File: src/rtl/sipo_deserializer.sv
// Serial-in/parallel-out deserializer. Words are assembled MSB- or LSB-first
// and handed off through a single holding register with a valid/ready handshake.
module sipo_deserializer #(
  parameter int WIDTH     = 8,
  parameter bit LSB_FIRST = 1'b0
) (
  input  logic                       clk,
  input  logic                       reset,
  input  logic                       serial_in,
  input  logic                       serial_valid,
  input  logic                       clear,
  output logic [WIDTH-1:0]           parallel_out,
  output logic                       out_valid,
  input  logic                       out_ready,
  output logic [$clog2(WIDTH)-1:0]   bit_count,
  output logic                       overrun
);

  localparam int CNT_W = $clog2(WIDTH);
  localparam logic [CNT_W-1:0] LAST_CNT = CNT_W'(WIDTH - 1);

  logic [WIDTH-1:0] sr_q, sr_d;
  logic [CNT_W-1:0] cnt_q, cnt_d;
  logic [WIDTH-1:0] hold_q, hold_d;
  logic             valid_q, valid_d;
  logic             overrun_q, overrun_d;

  logic [WIDTH-1:0] sr_shifted;
  logic             bit_accept;
  logic             word_done;
  logic             consume;

  always_comb begin
    if (LSB_FIRST) begin
      sr_shifted = {serial_in, sr_q[WIDTH-1:1]};
    end else begin
      sr_shifted = {sr_q[WIDTH-2:0], serial_in};
    end
  end

  assign bit_accept = serial_valid && !clear;
  assign word_done  = bit_accept && (cnt_q == LAST_CNT);
  assign consume    = valid_q && out_ready;

  always_comb begin
    sr_d      = sr_q;
    cnt_d     = cnt_q;
    hold_d    = hold_q;
    valid_d   = valid_q;
    overrun_d = 1'b0;

    if (clear) begin
      sr_d  = '0;
      cnt_d = '0;
    end else if (serial_valid) begin
      sr_d  = sr_shifted;
      cnt_d = (cnt_q == LAST_CNT) ? '0 : cnt_q + 1'b1;
    end

    // A completed word only replaces the holding register if the slot is free
    // or being consumed this same cycle; otherwise it is dropped.
    if (word_done) begin
      if (!valid_q || out_ready) begin
        hold_d  = sr_shifted;
        valid_d = 1'b1;
      end else begin
        overrun_d = 1'b1;
      end
    end else if (consume) begin
      valid_d = 1'b0;
    end
  end

  always_ff @(posedge clk) begin
    if (reset) begin
      sr_q      <= '0;
      cnt_q     <= '0;
      hold_q    <= '0;
      valid_q   <= 1'b0;
      overrun_q <= 1'b0;
    end else begin
      sr_q      <= sr_d;
      cnt_q     <= cnt_d;
      hold_q    <= hold_d;
      valid_q   <= valid_d;
      overrun_q <= overrun_d;
    end
  end

  assign parallel_out = hold_q;
  assign out_valid    = valid_q;
  assign bit_count    = cnt_q;
  assign overrun      = overrun_q;

endmodule

File: config.mk
export PLATFORM = sky130hd
export DESIGN_NAME = sipo_deserializer
export DESIGN_NICKNAME = d
export VERILOG_FILES = /design/src/rtl/sipo_deserializer.sv
export SDC_FILE = /design/constraint.sdc
export NUM_CORES = 1
export LEC_CHECK = 0
export ABC_CLOCK_PERIOD_IN_PS = 1510
export BUFFER_PORTS_ARGS = -buffer_cell sky130_fd_sc_hd__buf_2
export CORE_ASPECT_RATIO = 0.8
export CORE_MARGIN = 2
export CORE_UTILIZATION = 45
export DETAILED_ROUTE_END_ITERATION = 8
export MAX_ROUTING_LAYER = met4
export PLACE_DENSITY = 0.71
export SLEW_MARGIN = 30
export SYNTH_ARGS = -nofsm -noshare
export SYNTH_HDL_FRONTEND = slang
export SYNTH_SLANG_ARGS = --single-unit
File: constraint.sdc
create_clock -name clk -period 1.51 [get_ports clk]
set_clock_uncertainty 0.15 [all_clocks]
set_input_delay 0.302 -clock clk [delete_from_list [all_inputs] [get_ports clk]]
set_output_delay 0.302 -clock clk [all_outputs]
set_load 0.005 [all_outputs]
==> run summary, run 1 <==
The flow ran to the end, and the final reports show no timing, DRC or antenna violations. The area taken by flip-flops and latches was 403 µm²; the peak per-stage delay on the critical path was 0.38 ns. Summed over all cells, the static leakage comes to 0.462 nW. The critical path in this run is classified as reg -> reg. In this run the cell area of the synthesized design comes to 830 µm². The sequential element share of the synthesized area was 0.483; the ratio of final minimum period to clock period was 0.959.

The post-synthesis mux area share is 0.193, and the max capacitance violation total is 0. The signal on the critical path passes through ha_4 -> ha_4 -> nand2_4 -> nor3b_2 -> buf_6 -> mux2i_1. Type of the most critical hold path: in -> reg.

The CTS buffer count was 3; the post-synthesis compound-gate area fraction was 0.0211. The routed design could run at a clock period as short as 1.45 ns. The finished cells cover 1070 µm². The HPWL after detailed placement is 1.04 mm. The overall track demand over capacity in global routing came out at 0.163. The area growth from synthesis to final layout was 29.4%; the critical path data arrival time was 1.53 ns.

Measured along the y axis, the die boundary spans 42.4 µm. The normalized max-slew margin came out at 0.743. The area of the multi-input gates was 433 µm². Yosys mapped the design onto 18 distinct sky130hd cell types.

The initial core utilization is 0.495. The die span in x is 52.0 µm. The tools report the pin count of the biggest net entering global routing as 18. The count of nets left with antenna violations once routing finished came out at 0. The logs give 0 for the overall overflow remaining after global route and 967 µm² for the area after detailed placement. Based on the critical path, the design can be clocked at up to 0.691 GHz. The simple-gate share of the synthesized area came out at 0.238. Averaged over all synthesized cells, the footprint is 10.4 µm². Summed over all layers, the routed wires come to 1.46 mm. The overall via count from detail_route was 607. The fraction of final layout cells sized beyond drive strength 1 is 0.349.

The DRC violation total after the first TritonRoute iteration was 2; the pin slew with the least headroom to its limit was 0.386 ns. The number of H-tree levels is 1. For the DRC violation count after routing, the log shows 0. The number of top-level pins was 19. The die covers 2210 µm². The tightest hold path in the finished design has a slack of 0.0997 ns.

The tools report the final number of max-transition violations as 0. Yosys printed 0 warnings. The register bit count reported by yosys is 20. Clock tree synthesis selected as its root buffer the cell clkbuf_4.

After synthesis, the largest family of logic cells by area is simple AND/OR/NAND/NOR gates. STA classifies the critical path startpoint as a flop. The CTS clock-pin slew for the worst setup and hold paths came out at 0.12 ns.

Of all nets on the critical path, the largest fanout is 8. The layout has 153 filler cells. The first detailed-routing pass ran for 2 iterations. After floorplanning, the core was divided into 13 placement rows. Number of port buffers: 18. Power spread over the standard cell area amounts to 953 nW/µm². The cell occurring most often along the worst timing path was ha_4. The area share of xor/xnor cells in the synthesized design is 0. Summed over all failing endpoints, the final setup total negative slack is 0 ns.

In the layout the commonest cells are dfxtp_1 (18), buf_2 (18), nand2b_1 (16), mux2i_1 (16), nor2_1 (10). For the standard cell core area, the log shows 1680 µm². The worst-case IR drop observed on VDD is 769 µV. The cell count after synthesis came out at 80.

Number of sinks on the clock net: 20. STA puts the critical path data required time at 1.60 ns. The repair_antennas step left the layout with diodes totalling 0. The synthesized-area fraction occupied by adder cells works out to 0.0302. TritonCTS built the clock tree. After detailed routing, the average wire length per cell comes to 11.4 µm. STA classifies the critical path endpoint as a flop.

Setup repair after global routing could not meet its margin everywhere. Setup violations remaining at the end of the flow were counted as 0. For this run, the post-layout net count is 115.

The maximum number of buffers from clock root to sink is 2. For the worst-skew pair, the clock arrives at the later sink with an insertion delay of 0.31 ns. The logs give 0 for the initial antenna violation count and 2.50 mm for the wire length of the first global-routing pass. The final hold violation count was 0. The congestion estimate from routability-driven global placement came to 0.701. The number of vias per cell is 4.74, and the number of global-route vias before repair is 586. For this design, the CTS-stage hold fixing added 0 buffers. The number of nets produced by synthesis was 88. Slowest cell on the critical path: dfxtp_2.
cell families (layout without fill, tap and decap cells):
family	count (synthesis)	after routing
AO/OA/AOI/OAI	3	3
buffers and inverters	5	31
multiplexers	16	16
flip-flops	20	20
adder cells (fa/ha/maj)	2	2
AND/OR/NAND/NOR	34	34
metrics by stage:
step / instances / util / setup WS [ns] / total power [W]
after CTS: 127 / 0.633 / 0.0178 / 0.00104
after global placement: 122 / 0.577 / 0.0395 / 0.000595
after detailed placement: 122 / 0.577 / -0.0282 / 0.000596
after global routing: 128 / 0.641 / -0.00261 / 0.00107
after floorplan: 80 / - / 0.0323 / 0.000575
final: 128 / 0.641 / 0.0623 / 0.00102
metal layers:
layer  wire length, µm  global-route usage  up-vias
met5                 0                   -        -
met4                27              0.0789        0
met1               649               0.186      275
met2               704               0.248       12
li1                  -                   -      315
met3                80              0.0643        5
worst paths after layout:
check | from | to | slack (ns) | cells past startpoint
max | bit_count[1]$_SDFFE_PP0P_ | parallel_out[0]$_SDFFE_PP0P_ | 0.06 | 6
min | out_ready | overrun$_SDFF_PP0_ | 0.1 | 3
max reg2reg | bit_count[1]$_SDFFE_PP0P_ | parallel_out[0]$_SDFFE_PP0P_ | 0.06 | 6
min reg2reg | parallel_out[0]$_SDFFE_PP0P_ | parallel_out[0]$_SDFFE_PP0P_ | 0.33 | 2
worst max-delay path: cells and delay by family (launching register included):
kind,cells,cell delay (ns)
AND/OR/NAND/NOR,2,0.21
adder cells (fa/ha/maj),2,0.29
multiplexers,1,0.18
buffers and inverters,1,0.17
flip-flops,1,0.38
where the power goes:
group          switching, W  internal [W]
sequential       0.00000256      0.000530
clock              0.000168      0.000269
combinational     0.0000258     0.0000280
state kept, by name (all words and copies together), names as in the netlist:
signal / flops
parallel_out: 8
bit_count: 3
out_valid: 1
overrun: 1
sr_q: 7
Yosys cell counts:
master,count,area (µm²)
buf_6,1,11.3
a21oi_1,2,10.0
nand2b_1,16,100
mux2i_1,16,160
nor3b_2,1,12.5
clkbuf_1,1,3.75
nand3b_1,1,7.51
buf_2,2,10.0
or2_1,1,6.26
ha_1,2,25.0
nor3_1,1,5.00
nor2_1,10,37.5
o21a_1,1,7.51
inv_1,1,3.75
dfxtp_1,20,400
nand2_1,2,7.51
nand2b_4,1,13.8
nor3b_1,1,7.51
area by class of cell:
cell class / instances / area share
clock buffer: 3 / 0.0210
clock inverter: 1 / 0.0280
inverter: 1 / 0.00350
multi-input combinational: 55 / 0.403
sequential: 20 / 0.375
tap: 22 / 0.0256
timing repair buffer: 26 / 0.143
timing repair:
| item | in CTS | in global routing |
|---|---|---|
| gates resized for setup | 7 | 2 |
| setup endpoints to repair | 8 | 8 |
| pin swaps | 1 | 3 |
| setup buffers | 1 | 1 |
Power figures use the tool's default switching activity.
==> run 2, diff against run 1 <==
--- a/config.mk
+++ b/config.mk
@@ -5,6 +5,7 @@
 export SDC_FILE = /design/constraint.sdc
 export NUM_CORES = 1
 export LEC_CHECK = 0
+export ABC_AREA = 1
 export ABC_CLOCK_PERIOD_IN_PS = 1510
 export BUFFER_PORTS_ARGS = -buffer_cell sky130_fd_sc_hd__buf_2
 export CORE_ASPECT_RATIO = 0.8
@@ -12,7 +13,7 @@
 export CORE_UTILIZATION = 45
 export DETAILED_ROUTE_END_ITERATION = 8
 export MAX_ROUTING_LAYER = met4
-export PLACE_DENSITY = 0.71
+export PLACE_DENSITY = 0.72
 export SLEW_MARGIN = 30
 export SYNTH_ARGS = -nofsm -noshare
 export SYNTH_HDL_FRONTEND = slang
==> run 2 against run 1 <==
Global-route usage grew 0.30 points. Via count up 21%. Hold slack got worse by 0.080 ns. Count of clock-buffer cells in the layout unchanged. Sequential power rose by 1%. Die area fell by 4.4%.
==> run summary, run 2 <==
Top post-synthesis cells by count: dfxtp_1 (20), nor2_1 (18), inv_1 (15), nand2_1 (15), a21oi_1 (11) (was dfxtp_1 (20), mux2i_1 (16), nand2b_1 (16)). The top cell type's share of synthesized area is 0.507 (was 0.483), and the number of warnings issued by yosys is 0 (unchanged). The count of buffer and inverter cells on the critical path was 0 (was 1); the pin count of the biggest net entering global routing was 13 (was 18). The critical path required time is 1.55 ns (was 1.60 ns), and the CTS clock-pin slew for the worst setup and hold paths is 0.12 ns (about the same). Synthesized area: 790 µm² (was 830 µm²).

TritonCTS built the clock tree. The slowest cell on the critical path was dfxtp_4 (was dfxtp_2). The fraction of final layout cells sized beyond drive strength 1 is 0.310 (was 0.349). Post-layout worst setup margin: 0.0760 ns (was 0.0623 ns).

Die boundary height: 41.5 µm (was 42.4 µm). The number of vias per cell works out to 4.96 (was 4.74). The area growth from synthesis to final layout is 31.1% (was 29.4%), and the overall track demand over capacity in global routing is 0.166 (was 0.163). The number of port buffers is 18 (unchanged), and the fraction of the core area covered by cells at the end of the flow is 0.630 (was 0.641). The tools report the final hold violation count as 0 (unchanged). The placement-stage worst setup slack came out at 0.00151 ns (was -0.0282 ns). The logs give 631 (was 586) for the number of global-route vias before repair and 734 (was 607) for the overall via count from detail_route. The relative contribution of sequential cells to total power was 0.525 (was 0.521).

The cell depth of the worst flop-to-flop path works out to 7 (was 6). The tools report the cts-stage hold buffer count as 0 (unchanged). The pin slew with the least headroom to its limit was 0.441 ns (was 0.386 ns).

The CTS buffer count is 3 (unchanged), and the wire length of the first global-routing pass is 2.62 mm (was 2.50 mm). The run gives 0.31 ns (about the same) as the clock latency reported for the late side of the worst-skew pair. The count of flip-flops with a built-in enable after synthesis was 0 (unchanged); the switching part of the total was 0.198 (was 0.192). The power density of the placed cells works out to 993 nW/µm² (was 953 nW/µm²). The predominant post-synthesis flop cell was dfxtp_1 (unchanged). The cell occurring most often along the worst timing path is ha_4 (unchanged). The leading cell type by number of instances after synthesis was dfxtp_1 (unchanged). For the reported leakage power, the log shows 0.447 nW (was 0.462 nW).

The end of the worst register-to-register path was parallel_out[3]$_SDFFE_PP0P_ (was parallel_out[0]$_SDFFE_PP0P_). Count of different cell masters after synthesis: 13 (was 18). The tools report the type of destination of the critical path as a flop (unchanged). Cell breakdown of the critical path: ha_4 -> ha_4 -> nand2_4 -> nor2_4 -> nand3_2 -> nand2_2 -> nor2_1 (was ha_4 -> ha_4 -> nand2_4 -> nor3b_2 -> buf_6 -> mux2i_1).

The category of the most critical setup path was reg -> reg (unchanged). The logs give 7 (was 2) for the first-pass iteration count of the detailed router and 0.000824 W (was 0.000827 W) for the total internal power. The logs give 1.48 ns (was 1.53 ns) for the critical path data arrival time and 103 (was 80) for the number of standard cells after synthesis. The standard cell core area was 1640 µm² (was 1680 µm²); the final-stage net count was 135 (was 115). The top cell type by total area after synthesis is dfxtp_1 (unchanged).

The run finished with clean final reports. The tools report the DRC violation total after the first TritonRoute iteration as 13 (was 2). The run gives 1 (unchanged) as the number of H-tree levels. The die span in x came out at 50.8 µm (was 52.0 µm). Type of the most critical hold path: in -> reg (unchanged). The tools report the number of nets produced by synthesis as 111 (was 88). The depth of the critical timing path with buffers and inverters included works out to 7 (was 6). For the register-to-register path setup slack, the log shows 0.08 ns (was 0.06 ns). The detailed-route wire length was 1.60 mm (was 1.46 mm). The mean instance size in the synthesized netlist is 7.67 µm² (was 10.4 µm²).

The full die area came out at 2110 µm² (was 2210 µm²). The endpoint of the most critical setup path is parallel_out[3]$_SDFFE_PP0P_ (was parallel_out[0]$_SDFFE_PP0P_). The sequential element share of the synthesized area is 0.507 (was 0.483), and the row count is 13 (unchanged). The worst setup path startpoint is bit_count[1]$_SDFFE_PP0P_ (unchanged). The run gives 1.12 mm (was 1.04 mm) as the detailed placer's ending HPWL. For the global placer's final weighted congestion, the log shows 0.809 (was 0.701). The run gives 0 (unchanged) as the overall overflow remaining after global route.

Largest cells by area after synthesis: dfxtp_1 (51%), nor2_1 (8.6%), inv_1 (7.1%) (was dfxtp_1 (48%), mux2i_1 (19%), nand2b_1 (12%)). The buffer type at the clock tree root is clkbuf_4 (unchanged). For the count of nets left with antenna violations after detail routing, the log shows 0 (unchanged).

The maximum net fanout on the critical path works out to 8 (unchanged). The logs give 0.00103 W (was 0.00102 W) for the total power consumption of the routed design and 0 (unchanged) for the final number of max-transition violations. The tools report the final number of setup-violating endpoints as 0 (unchanged). The number of top-level pins came out at 19 (unchanged).

The initial antenna violation count was 0 (unchanged); the register bit count reported by yosys was 20 (unchanged). The tools report the kind of launch point of the worst setup path as a flop (unchanged). The run gives 0 (unchanged) as the max capacitance violation total. The run gives 0.000204 W (was 0.000196 W) as the power dissipated by switching net loads.

The worst-case vdd ir drop is 1010 µV (was 769 µV). For the relative contribution of combinational cells to total power, the log shows 0.057 (was 0.053). The minimum clock period came out at 1.43 ns (was 1.45 ns).

The routed wire length per instance is 10.8 µm (was 11.4 µm). The fraction of power consumed by the clock network was 0.419 (was 0.427). The fraction of synthesis flops using an asynchronous set or reset pin was 0 (unchanged); the flip-flop count of the largest register, all copies and words added was 8 (unchanged). Commonest cells after routing, fill and taps aside: nor2_1 (18), dfxtp_1 (18), buf_2 (18) (was dfxtp_1 (18), buf_2 (18), nand2b_1 (16), mux2i_1 (16), nor2_1 (10)).

The DRC violation count after routing came out at 0 (unchanged). The cell family contributing the most delay on the critical path is simple AND/OR/NAND/NOR gates (was flip-flops). The peak per-stage delay on the critical path was 0.39 ns (was 0.38 ns); the normalized max-slew margin was 0.705 (was 0.743). The ratio of final minimum period to clock period works out to 0.950 (was 0.959). The maximum number of buffers from clock root to sink is 2 (unchanged), and the antenna diode count is 0 (unchanged). For the number of sinks on the clock net, the log shows 20 (unchanged). The initial core utilization was 0.481 (was 0.495); the top achievable clock speed was 0.697 GHz (was 0.691 GHz). The reg-to-reg critical path startpoint was bit_count[1]$_SDFFE_PP0P_ (unchanged).
[run 2: worst min path at each step]
stage	start	end	slack [ns]	cells past startpoint
floorplan	reset	out_valid$_SDFFE_PP0P_	0.22	1
global placement	sr_q[6]$_SDFFE_PP0P_	sr_q[6]$_SDFFE_PP0P_	0.30	2
detailed placement	sr_q[6]$_SDFFE_PP0P_	sr_q[6]$_SDFFE_PP0P_	0.30	2
CTS	reset	out_valid$_SDFFE_PP0P_	0.02	2
global route	reset	out_valid$_SDFFE_PP0P_	0.02	2
finish	reset	out_valid$_SDFFE_PP0P_	0.02	2
[run 2: worst register-to-register path: stages, from the launching register on]
cell     delay, ns
dfxtp_4       0.39
ha_4          0.14
ha_4          0.15
nand2_4       0.06
nor2_4        0.21
nand3_2       0.12
nand2_2       0.07
nor2_1        0.04
[run 2: power groups by stage]
| stage | logic [W] | registers, W | clock network, W |
|---|---|---|---|
| 6_report | 0.0000584 | 0.000539 | 0.000430 |
| 3_3_place_gp | 0.0000512 | 0.000552 | 0 |
| 5_1_grt | 0.0000652 | 0.000541 | 0.000462 |
| 3_5_place_dp | 0.0000519 | 0.000552 | 0 |
| 2_1_floorplan | 0.0000310 | 0.000551 | 0 |
| 4_1_cts | 0.0000552 | 0.000540 | 0.000438 |
[run 2: layout make-up]
type                    count  area, µm²
flip-flops and latches     20        405
clock buffers               3       22.5
inverters                  15       56.3
repair buffers             20        105
fillers                   143        608
clock inverters             1       30.0
well taps                  22       27.5
multi-input cells          67        388
[run 2: logic make-up after synthesis]
kind of cell             Yosys count  share of synthesized area
AND/OR/NAND/NOR                   47                      0.269
flip-flops                        20                      0.507
AO/OA/AOI/OAI                     18                      0.114
buffers and inverters             16                     0.0776
adder cells (fa/ha/maj)            2                     0.0317
[run 2: timing repair]
action                                  4_1_cts  5_1_grt
gates resized for setup                       3       12
buffers inserted                              1        0
endpoints found under the setup margin        8        8
pin swaps                                     1        3
hold endpoints to repair                      0        0
[run 2: per-stage QoR]
stage                     cells  hold WS [ns]   TNS, ns  area [µm²]
after global placement      143         0.303         0         910
after floorplan             103         0.221         0         790
after CTS                   148        0.0185         0         975
after detailed placement    143         0.305         0         910
final                       148        0.0200         0        1030
after global routing        148        0.0159  -0.00900        1030
[run 2: per-layer routing]
metal,track usage,wire (µm)
met5,-,0
met4,0.0324,12
met3,0.0755,115
met2,0.263,762
met1,0.196,708
